### config.mk
export PLATFORM = sky130hd
export DESIGN_NAME = fifo_wr_arbiter
export DESIGN_NICKNAME = d
export VERILOG_FILES = /design/src/rtl/fifo_wr_arbiter.sv
export SDC_FILE = /design/constraint.sdc
export NUM_CORES = 1
export LEC_CHECK = 0
export CAP_MARGIN = 20
export CORE_ASPECT_RATIO = 0.75
export CORE_MARGIN = 2
export CORE_UTILIZATION = 39
export DETAILED_ROUTE_END_ITERATION = 10
export GPL_ROUTABILITY_DRIVEN = 0
export PLACE_DENSITY = 0.84
export SYNTH_ARGS = -nofsm -noshare
export SYNTH_HDL_FRONTEND = slang
export SYNTH_SLANG_ARGS = --single-unit
### constraint.sdc
create_clock -name clk -period 2.7 [get_ports clk]
set_input_delay 0.54 -clock clk [delete_from_list [all_inputs] [get_ports clk]]
set_output_delay 0.54 -clock clk [all_outputs]
set_load 0.01 [all_outputs]
### src/rtl/fifo_wr_arbiter.sv
// Round-robin write-port arbiter. Several producers share one FIFO write port.
// A grant covers up to BURST beats. Beats stall while the FIFO is full. The
// previous owner drops to lowest priority after its burst.
module fifo_wr_arbiter #(
    parameter int unsigned WIDTH = 8,
    parameter int unsigned NREQ  = 4,
    parameter int unsigned IDX_W = 2,
    parameter int unsigned BURST = 4,
    parameter int unsigned CNT_W = 3
) (
    input  logic                  clk,
    input  logic                  rstn,
    input  logic [NREQ-1:0]       req,
    input  logic [NREQ*WIDTH-1:0] din_bus,
    input  logic                  fifo_full,
    output logic                  fifo_write,
    output logic [WIDTH-1:0]      fifo_din,
    output logic [NREQ-1:0]       ack,
    output logic                  busy,
    output logic [IDX_W-1:0]      owner
);

    // Elaboration-time sanity checks on the parameter set.
    if (NREQ < 2) begin : g_chk_nreq
        $error("fifo_wr_arbiter: NREQ must be at least 2");
    end
    if ((1 << IDX_W) < NREQ) begin : g_chk_idx_w
        $error("fifo_wr_arbiter: IDX_W too narrow for NREQ");
    end
    if (BURST < 1) begin : g_chk_burst
        $error("fifo_wr_arbiter: BURST must be at least 1");
    end
    if ((1 << CNT_W) <= BURST) begin : g_chk_cnt_w
        $error("fifo_wr_arbiter: CNT_W too narrow for BURST");
    end

    typedef enum logic [0:0] {
        StIdle,
        StBusy
    } state_e;

    state_e           state_q, state_d;
    logic [IDX_W-1:0] owner_q, owner_d;
    logic [IDX_W-1:0] last_owner_q, last_owner_d;
    logic [CNT_W-1:0] beat_cnt_q, beat_cnt_d;

    logic             pick_valid;
    logic [IDX_W-1:0] pick_idx;
    int unsigned      cand;

    // Round-robin search: the first requester after last_owner, wrapping modulo NREQ.
    always_comb begin
        pick_valid = 1'b0;
        pick_idx   = '0;
        cand       = 0;
        for (int unsigned i = 1; i <= NREQ; i++) begin
            cand = (32'(last_owner_q) + i) % NREQ;
            if (!pick_valid && req[cand]) begin
                pick_valid = 1'b1;
                pick_idx   = IDX_W'(cand);
            end
        end
    end

    // Outputs are combinational, so a full FIFO or a dropped request masks the beat at once.
    always_comb begin
        busy       = (state_q == StBusy);
        owner      = owner_q;
        fifo_write = busy & req[owner_q] & ~fifo_full;
        ack        = '0;
        ack[owner_q] = fifo_write;
        fifo_din   = busy ? din_bus[32'(owner_q) * WIDTH +: WIDTH] : '0;
    end

    // Next-state logic. Grant in IDLE; count beats and detect burst end in BUSY.
    always_comb begin
        state_d      = state_q;
        owner_d      = owner_q;
        last_owner_d = last_owner_q;
        beat_cnt_d   = beat_cnt_q;
        unique case (state_q)
            StIdle: begin
                if (pick_valid) begin
                    owner_d    = pick_idx;
                    beat_cnt_d = '0;
                    state_d    = StBusy;
                end
            end
            StBusy: begin
                if (fifo_write) begin
                    if (beat_cnt_q == CNT_W'(BURST - 1)) begin
                        last_owner_d = owner_q;
                        beat_cnt_d   = '0;
                        state_d      = StIdle;
                    end else begin
                        beat_cnt_d = beat_cnt_q + CNT_W'(1);
                    end
                end else if (!req[owner_q]) begin
                    // Requester withdrew. A full-FIFO stall keeps the grant instead.
                    last_owner_d = owner_q;
                    beat_cnt_d   = '0;
                    state_d      = StIdle;
                end
            end
            default: state_d = StIdle;
        endcase
    end

    // State registers. Reset makes requester 0 the highest priority.
    always_ff @(posedge clk or negedge rstn) begin
        if (!rstn) begin
            state_q      <= StIdle;
            owner_q      <= '0;
            last_owner_q <= IDX_W'(NREQ - 1);
            beat_cnt_q   <= '0;
        end else begin
            state_q      <= state_d;
            owner_q      <= owner_d;
            last_owner_q <= last_owner_d;
            beat_cnt_q   <= beat_cnt_d;
        end
    end

endmodule
==> results of run 1 <==
metrics by stage:
| stage | cells | TNS, ps | power, mW | utilization | hold slack, ps |
|---|---|---|---|---|---|
| after floorplan | 85 | 0 | 0.772 | - | 244 |
| after global placement | 168 | -769 | 1.10 | 0.712 | 497 |
| after detailed placement | 168 | -986 | 1.13 | 0.712 | 520 |
| after CTS | 171 | 0 | 1.21 | 0.718 | 531 |
| after global routing | 171 | 0 | 1.30 | 0.720 | 556 |
| final | 171 | 0 | 1.20 | 0.720 | 526 |
cell usage in the layout, fill, tap and decap left out, types with 2 or more instances in the layout:
master           count
a21oi_1              6
clkdlybuf4s50_1     49
inv_1                2
and2_1               8
dlygate4sd2_1        4
mux4_1               3
nor2_1               7
nand2b_1             3
nor3b_1              3
dfstp_2              2
o21ai_0              5
buf_4                8
clkbuf_4             3
nor2b_1              2
mux2_1               2
nand2_1              8
mux4_2               6
dfrtp_1              6
worst register-to-register path: cells and delay by family, from the launching register on:
family,cells,cell delay (ps)
multiplexers,2,660
flip-flops,1,350
AO/OA/AOI/OAI,2,240
buffers and inverters,1,230
power groups by stage:
stage / sequential [mW] / clock (mW) / combinational (mW)
3_3_place_gp: 0.228 / 0 / 0.872
6_report: 0.235 / 0.0868 / 0.881
2_1_floorplan: 0.248 / 0 / 0.524
4_1_cts: 0.234 / 0.0901 / 0.888
3_5_place_dp: 0.234 / 0 / 0.892
5_1_grt: 0.247 / 0.100 / 0.951
logic make-up after synthesis:
group / count (synthesis) / synth area share
AOI/OAI and AO/OA: 18 / 0.132
adders and majority gates: 1 / 0.0145
buffers and inverters: 6 / 0.0580
DFF: 8 / 0.235
muxes: 14 / 0.320
and+or+nand+nor: 38 / 0.241
metal layers:
layer  vias up  part of all wire  global-route usage
met5         -                 0                   0
met4         0                 0              0.0140
met3         0              0.11              0.0573
met2        55              0.42               0.317
met1       432              0.47               0.285
li1        450                 -                   -
path summary, 6_finish.rpt:
check	startpoint	to	slack, ps	cells after the start
max in group asynchronous	rstn	last_owner_q[0]	1820	1
min in group asynchronous	rstn	owner[0]	560	1
worst min-delay path	beat_cnt_q[1]	beat_cnt_q[1]	530	2
worst max register to register	owner[1]	last_owner_q[0]	1140	5
worst max-delay path	req[3]	ack[1]	50	5
worst min register to register	beat_cnt_q[1]	beat_cnt_q[1]	530	2
timing repair:
action | CTS | global route
resized for setup | 6 | 2
hold buffers | 0 | 0
endpoints found under the setup margin | 5 | 2
hold endpoints to repair | 0 | 0
cell type report:
cell class	instances	area share
multi-input combinational	71	0.411
timing repair buffer	63	0.411
sequential	8	0.137
tap	24	0.0203
clock buffer	3	0.0153
inverter	2	0.00508
sequential cells by signal, summed over array words and instances, names as in the netlist:
register      count
last_owner_q      2
beat_cnt_q        3
busy              1
owner             2
==> run_results.csv, run 1 <==
group,metric,value,unit
status,status,"complete, no violations",
layout,fin_nets,189,
worst_setup_path,cp_slowest_cell,"mux4_2",
yosys,ys.warnings.count,0,
cts,clkLatencyLatePin,250,ps
yosys,netlist_instances,85,
sta,hold_viol_final,0,
floorplan,dieArea,2610,µm²
layout,drive_gt1_frac,0.184,
cts,post-cts-setup-buffer-count,0,
yosys,synth_ff_type,"dfrtp_1",
layout,finalInstanceArea,1480,µm²
place,placed_area,1460,µm²
floorplan,die-width,58.3,µm
worst_setup_path,crit_chain,"clkdlybuf4s50_1, mux4_2, and2_2, nor3b_1, dlygate4sd2_1",
sta,fin_skew,10.6,ps
worst_setup_path,cp-end-kind,"output port",
yosys,syn_avg_cell_area,10.2,µm²
yosys,syn-num-nets,125,
power_and_ir_drop,switchingPower,455,µW
layout,multi_input_area,607,µm²
sta,maxSlewViolCount,0,
sta,fin_crit_sh,0.983,
sta,setup_viol,0,
worst_setup_path,slowest_delay,500,ps
yosys,ys_seq_area_frac,0.235,
floorplan,io_pins,55,
global_routing,grt_max_degree,17,
sta,max_slew_margin,0.677,
floorplan,die_height,44.7,µm
cts,clk_pin_slew,50,ps
global_routing,antenna_found_initial,0,
yosys,synth_edf_count,0,
global_routing,grt_first_pass_wirelength,3.95,mm
floorplan,rows,14,
place,portBuffers,54,
cts,cts_tree,"built",
routing,wl_per_cell,14.9,µm
sta,max_freq,377,MHz
worst_setup_path,cp_max_fo,3,
worst_setup_path,start_kind,"input pin",
layout,n_antenna_cell,0,
routing,vias,937,
layout,seqCellArea,203,µm²
worst_setup_path,path_delay_family,"buffers and inverters",
cts,cts_root_buffer,"clkbuf_4",
cts,cts.path.max_buffers,2,
job,cap_violations,0,
routing,route.detailed.drc,0,
worst_setup_path,path_class,"in2out",
cts,cts.sinks,8,
worst_setup_path,arrival,2110,ps
place,pre_cts_slack,-217,ps
sta,finalCriticalPeriod,2650,ps
global_routing,grt_pass1_vias,868,
global_routing,grt_overflow_total,0,
power_and_ir_drop,p_clk_frac,0.072,
layout,fill_cells,173,
worst_setup_path,path_buf_inv,2,
routing,firstDrtPassIters,4,
power_and_ir_drop,vdd_ir_drop_max,0.000730,V
hold_path,hold_path_class,"reg2reg",
power_and_ir_drop,p_seq_frac,0.196,
power_and_ir_drop,p_leak,0.613,nW
sta,fin_ws,45.1,ps
power_and_ir_drop,intPower,749,µW
routing,drt-total-wl,2.55,mm
yosys,synthTopCellsByCount,"8 x and2_1, 8 x nand2_1, 7 x nor2_1, 6 x a21oi_1, 6 x dfrtp_1",
routing,drt_iter0_drc,39,
yosys,yosysTopAreaCell,"dfrtp_1",
cts,cts_buffers,3,
yosys,syn_area,863,µm²
global_routing,track_usage,0.200,
sta,rsz0062_at_grt,"no",
cts,cts_htree_levels,1,
yosys,synth_seq_cells,8,
sta,worstMarginPinSlew,481,ps
place,dpl.hpwl,2.12,mm
floorplan,initial_core_util,0.421,
routing,viasPerCell,5.48,
yosys,ys_top_cells_by_area,"dfrtp_1 17%, mux4_2 13%, mux4_1 12%",
power_and_ir_drop,power_density,815,nW/µm²
yosys,synth.top_cell.area_share,0.174,
routing,drt.antenna.violating_nets,0,
yosys,synthDistinctLibCells,35,
yosys,async_flop_share,1.00,
floorplan,core,2050,µm²
power_and_ir_drop,switching_share,0.378,
worst_setup_path,required,2160,ps
layout,area_growth,71.0,%
power_and_ir_drop,power_frac_comb,0.732,
No activity file was read; power rests on OpenSTA's default activity.
==> inputs of run 2 (changes only) <==
--- a/config.mk
+++ b/config.mk
@@ -8,10 +8,11 @@
 export CAP_MARGIN = 20
 export CORE_ASPECT_RATIO = 0.75
 export CORE_MARGIN = 2
-export CORE_UTILIZATION = 39
+export CORE_UTILIZATION = 36
 export DETAILED_ROUTE_END_ITERATION = 10
 export GPL_ROUTABILITY_DRIVEN = 0
-export PLACE_DENSITY = 0.84
+export PLACE_DENSITY = 0.78
+export RECOVER_POWER = 25
 export SYNTH_ARGS = -nofsm -noshare
 export SYNTH_HDL_FRONTEND = slang
 export SYNTH_SLANG_ARGS = --single-unit
==> constraint.sdc (replaced) <==
create_clock -name clk -period 2.9 [get_ports clk]
set_input_delay 0.58 -clock clk [delete_from_list [all_inputs] [get_ports clk]]
set_output_delay 0.58 -clock clk [all_outputs]
set_load 0.02 [all_outputs]
==> run_results.csv, run 2 (same netlist as run 1, synthesis figures left out) <==
group,metric,value,unit
status,status,"complete, no violations",
worst_setup_path,cp-startpoint,"req[2]",
cts,clk_pin_slew,60,ps
power_and_ir_drop,vdd_ir_drop_max,0.000486,V
cts,cts.sinks,8,
place,portBuffers,54,
sta,worstMarginPinSlew,485,ps
worst_setup_path,path_delay_family,"buffers and inverters",
global_routing,busiest_layer,"met2",
layout,final_common_cell,"clkdlybuf4s50_1",
routing,drt.antenna.violating_nets,0,
cts,cts_htree_levels,1,
routing,route.detailed.drc,0,
worst_setup_path,cp_slowest_cell,"mux4_2",
global_routing,grt_pass1_vias,847,
sta,rsz0062_at_grt,"no",
hold_path,hold_path_class,"reg2reg",
floorplan,die-width,60.5,µm
global_routing,met3_usage,0.0506,
layout,fill_cells,193,
worst_setup_path,path_depth,5,
cts,cts.path.max_buffers,2,
routing,drt_iter0_drc,19,
place,dp.cells,176,
cts,cts_tree,"built",
global_routing,grt_first_pass_wirelength,3.71,mm
global_routing,grt_use_met1,0.215,
worst_setup_path,required,2320,ps
layout,instances_no_fill,180,
cts,hold_buffers,0,
global_routing,track_usage,0.178,
sta,setup_tns,0,ps
cts,clkLatencyLatePin,250,ps
global_routing,grt_overflow_total,0,
sta,max_slew_margin,0.674,
worst_setup_path,start_kind,"input pin",
floorplan,die_height,46.4,µm
floorplan,core,2290,µm²
worst_setup_path,crit_chain,"clkdlybuf4s50_1, mux4_2, and2_2, nor3b_1, dlygate4sd2_1",
worst_setup_path,arrival,2230,ps
worst_setup_path,r2r_setup_slack,1310,ps
global_routing,grt_max_degree,18,
cts,cts_root_buffer,"clkbuf_4",
floorplan,initial_core_util,0.377,
layout,finalInstanceArea,1470,µm²
job,cap_violations,0,
worst_setup_path,r2r-end,"last_owner_q[0]",
sta,finalCriticalPeriod,2810,ps
layout,final_cell_mix,"48 x clkdlybuf4s50_1, 8 x nand2_1, 8 x and2_1",
cts,cts_buffers,3,
sta,max_freq,356,MHz
sta,fin_ws,90.1,ps
worst_setup_path,r2r_cells,4,
floorplan,io_pins,55,
layout,fin_nets,187,
power_and_ir_drop,p_leak,0.608,nW
worst_setup_path,cp-end-kind,"output port",
floorplan,rows,15,
sta,setup_viol,0,
routing,vias,919,
sta,fin_crit_sh,0.969,
layout,largest-register,"beat_cnt_q",
sta,hold_viol_final,0,
layout,largest_register_ffs,3,
worst_setup_path,path_class,"in2out",
cts,post-cts-setup-buffer-count,0,
global_routing,met2_usage,0.320,
worst_setup_path,r2r_start,"busy",
worst_setup_path,critPathCapture,"ack[1]",
place,pre_cts_slack,-200,ps
layout,n_antenna_cell,0,
worst_setup_path,path_buf_inv,2,
routing,viasPerCell,5.11,
layout,area_growth,70.6,%
place,dpl.hpwl,2.07,mm
floorplan,dieArea,2810,µm²
sta,fin_skew,9.54,ps
sta,maxSlewViolCount,0,
worst_setup_path,slowest_delay,510,ps
routing,firstDrtPassIters,4,
routing,drt-total-wl,2.59,mm
layout,drive_gt1_frac,0.171,
place,placed_area,1460,µm²
power_and_ir_drop,power_density,798,nW/µm²
worst_setup_path,cp_max_fo,3,
routing,wl_per_cell,14.4,µm
layout,post-route-util,0.643,
global_routing,antenna_found_initial,0,
-- run 2: cell count changes in the layout (fill, tap and decap cells not counted) --
cell	change
buf_4	-1
buf_6	-1
clkbuf_1	+1
clkdlybuf4s15_1	-1
clkdlybuf4s50_1	-1
dlygate4sd2_1	+1
dlygate4sd3_1	+1
-- run 2: worst min-delay path by stage --
stage,startpoint,end,slack [ps],depth (start not counted)
floorplan,rstn,beat_cnt_q[0],280,0
global placement,beat_cnt_q[1],beat_cnt_q[1],500,2
detailed placement,beat_cnt_q[2],beat_cnt_q[2],510,1
CTS,beat_cnt_q[2],beat_cnt_q[2],530,1
global route,beat_cnt_q[1],beat_cnt_q[1],560,2
finish,beat_cnt_q[2],beat_cnt_q[2],530,1
-- run 2: cell type report --
class	count	area, µm²	area share
sequential	8	203	0.138
inverter	2	7.51	0.00510
multi-input combinational	71	607	0.412
tap	34	42.5	0.0289
timing repair buffer	61	587	0.398
clock buffer	4	26.3	0.0178
-- run 2: per-layer routing --
layer / vias up / wire length, µm
met2: 37 / 1170
met3: 2 / 281
met1: 434 / 1130
met5: - / 0
met4: 0 / 9
li1: 446 / -
-- run 2: per-stage QoR --
step	power, mW	hold WS [ps]
3_5_place_dp	1.10	513
3_3_place_gp	1.08	500
5_1_grt	1.26	556
6_report	1.17	533
2_1_floorplan	0.793	284
4_1_cts	1.19	526
-- run 2: report_power, final --
group / internal (mW) / total [mW] / switching, mW / leakage [nW]
clock network: 0.0526 / 0.0907 / 0.0381 / 0.0150
registers: 0.167 / 0.245 / 0.0777 / 0.0958
logic: 0.460 / 0.839 / 0.379 / 0.497
total: 0.680 / 1.17 / 0.495 / 0.608
-- run 2: repair_timing --
action                     CTS  global route
setup endpoints to repair    5             2
pin swaps                    0             0
cloned                       0             0
hold endpoints to repair     0             0
resized for setup            5             1
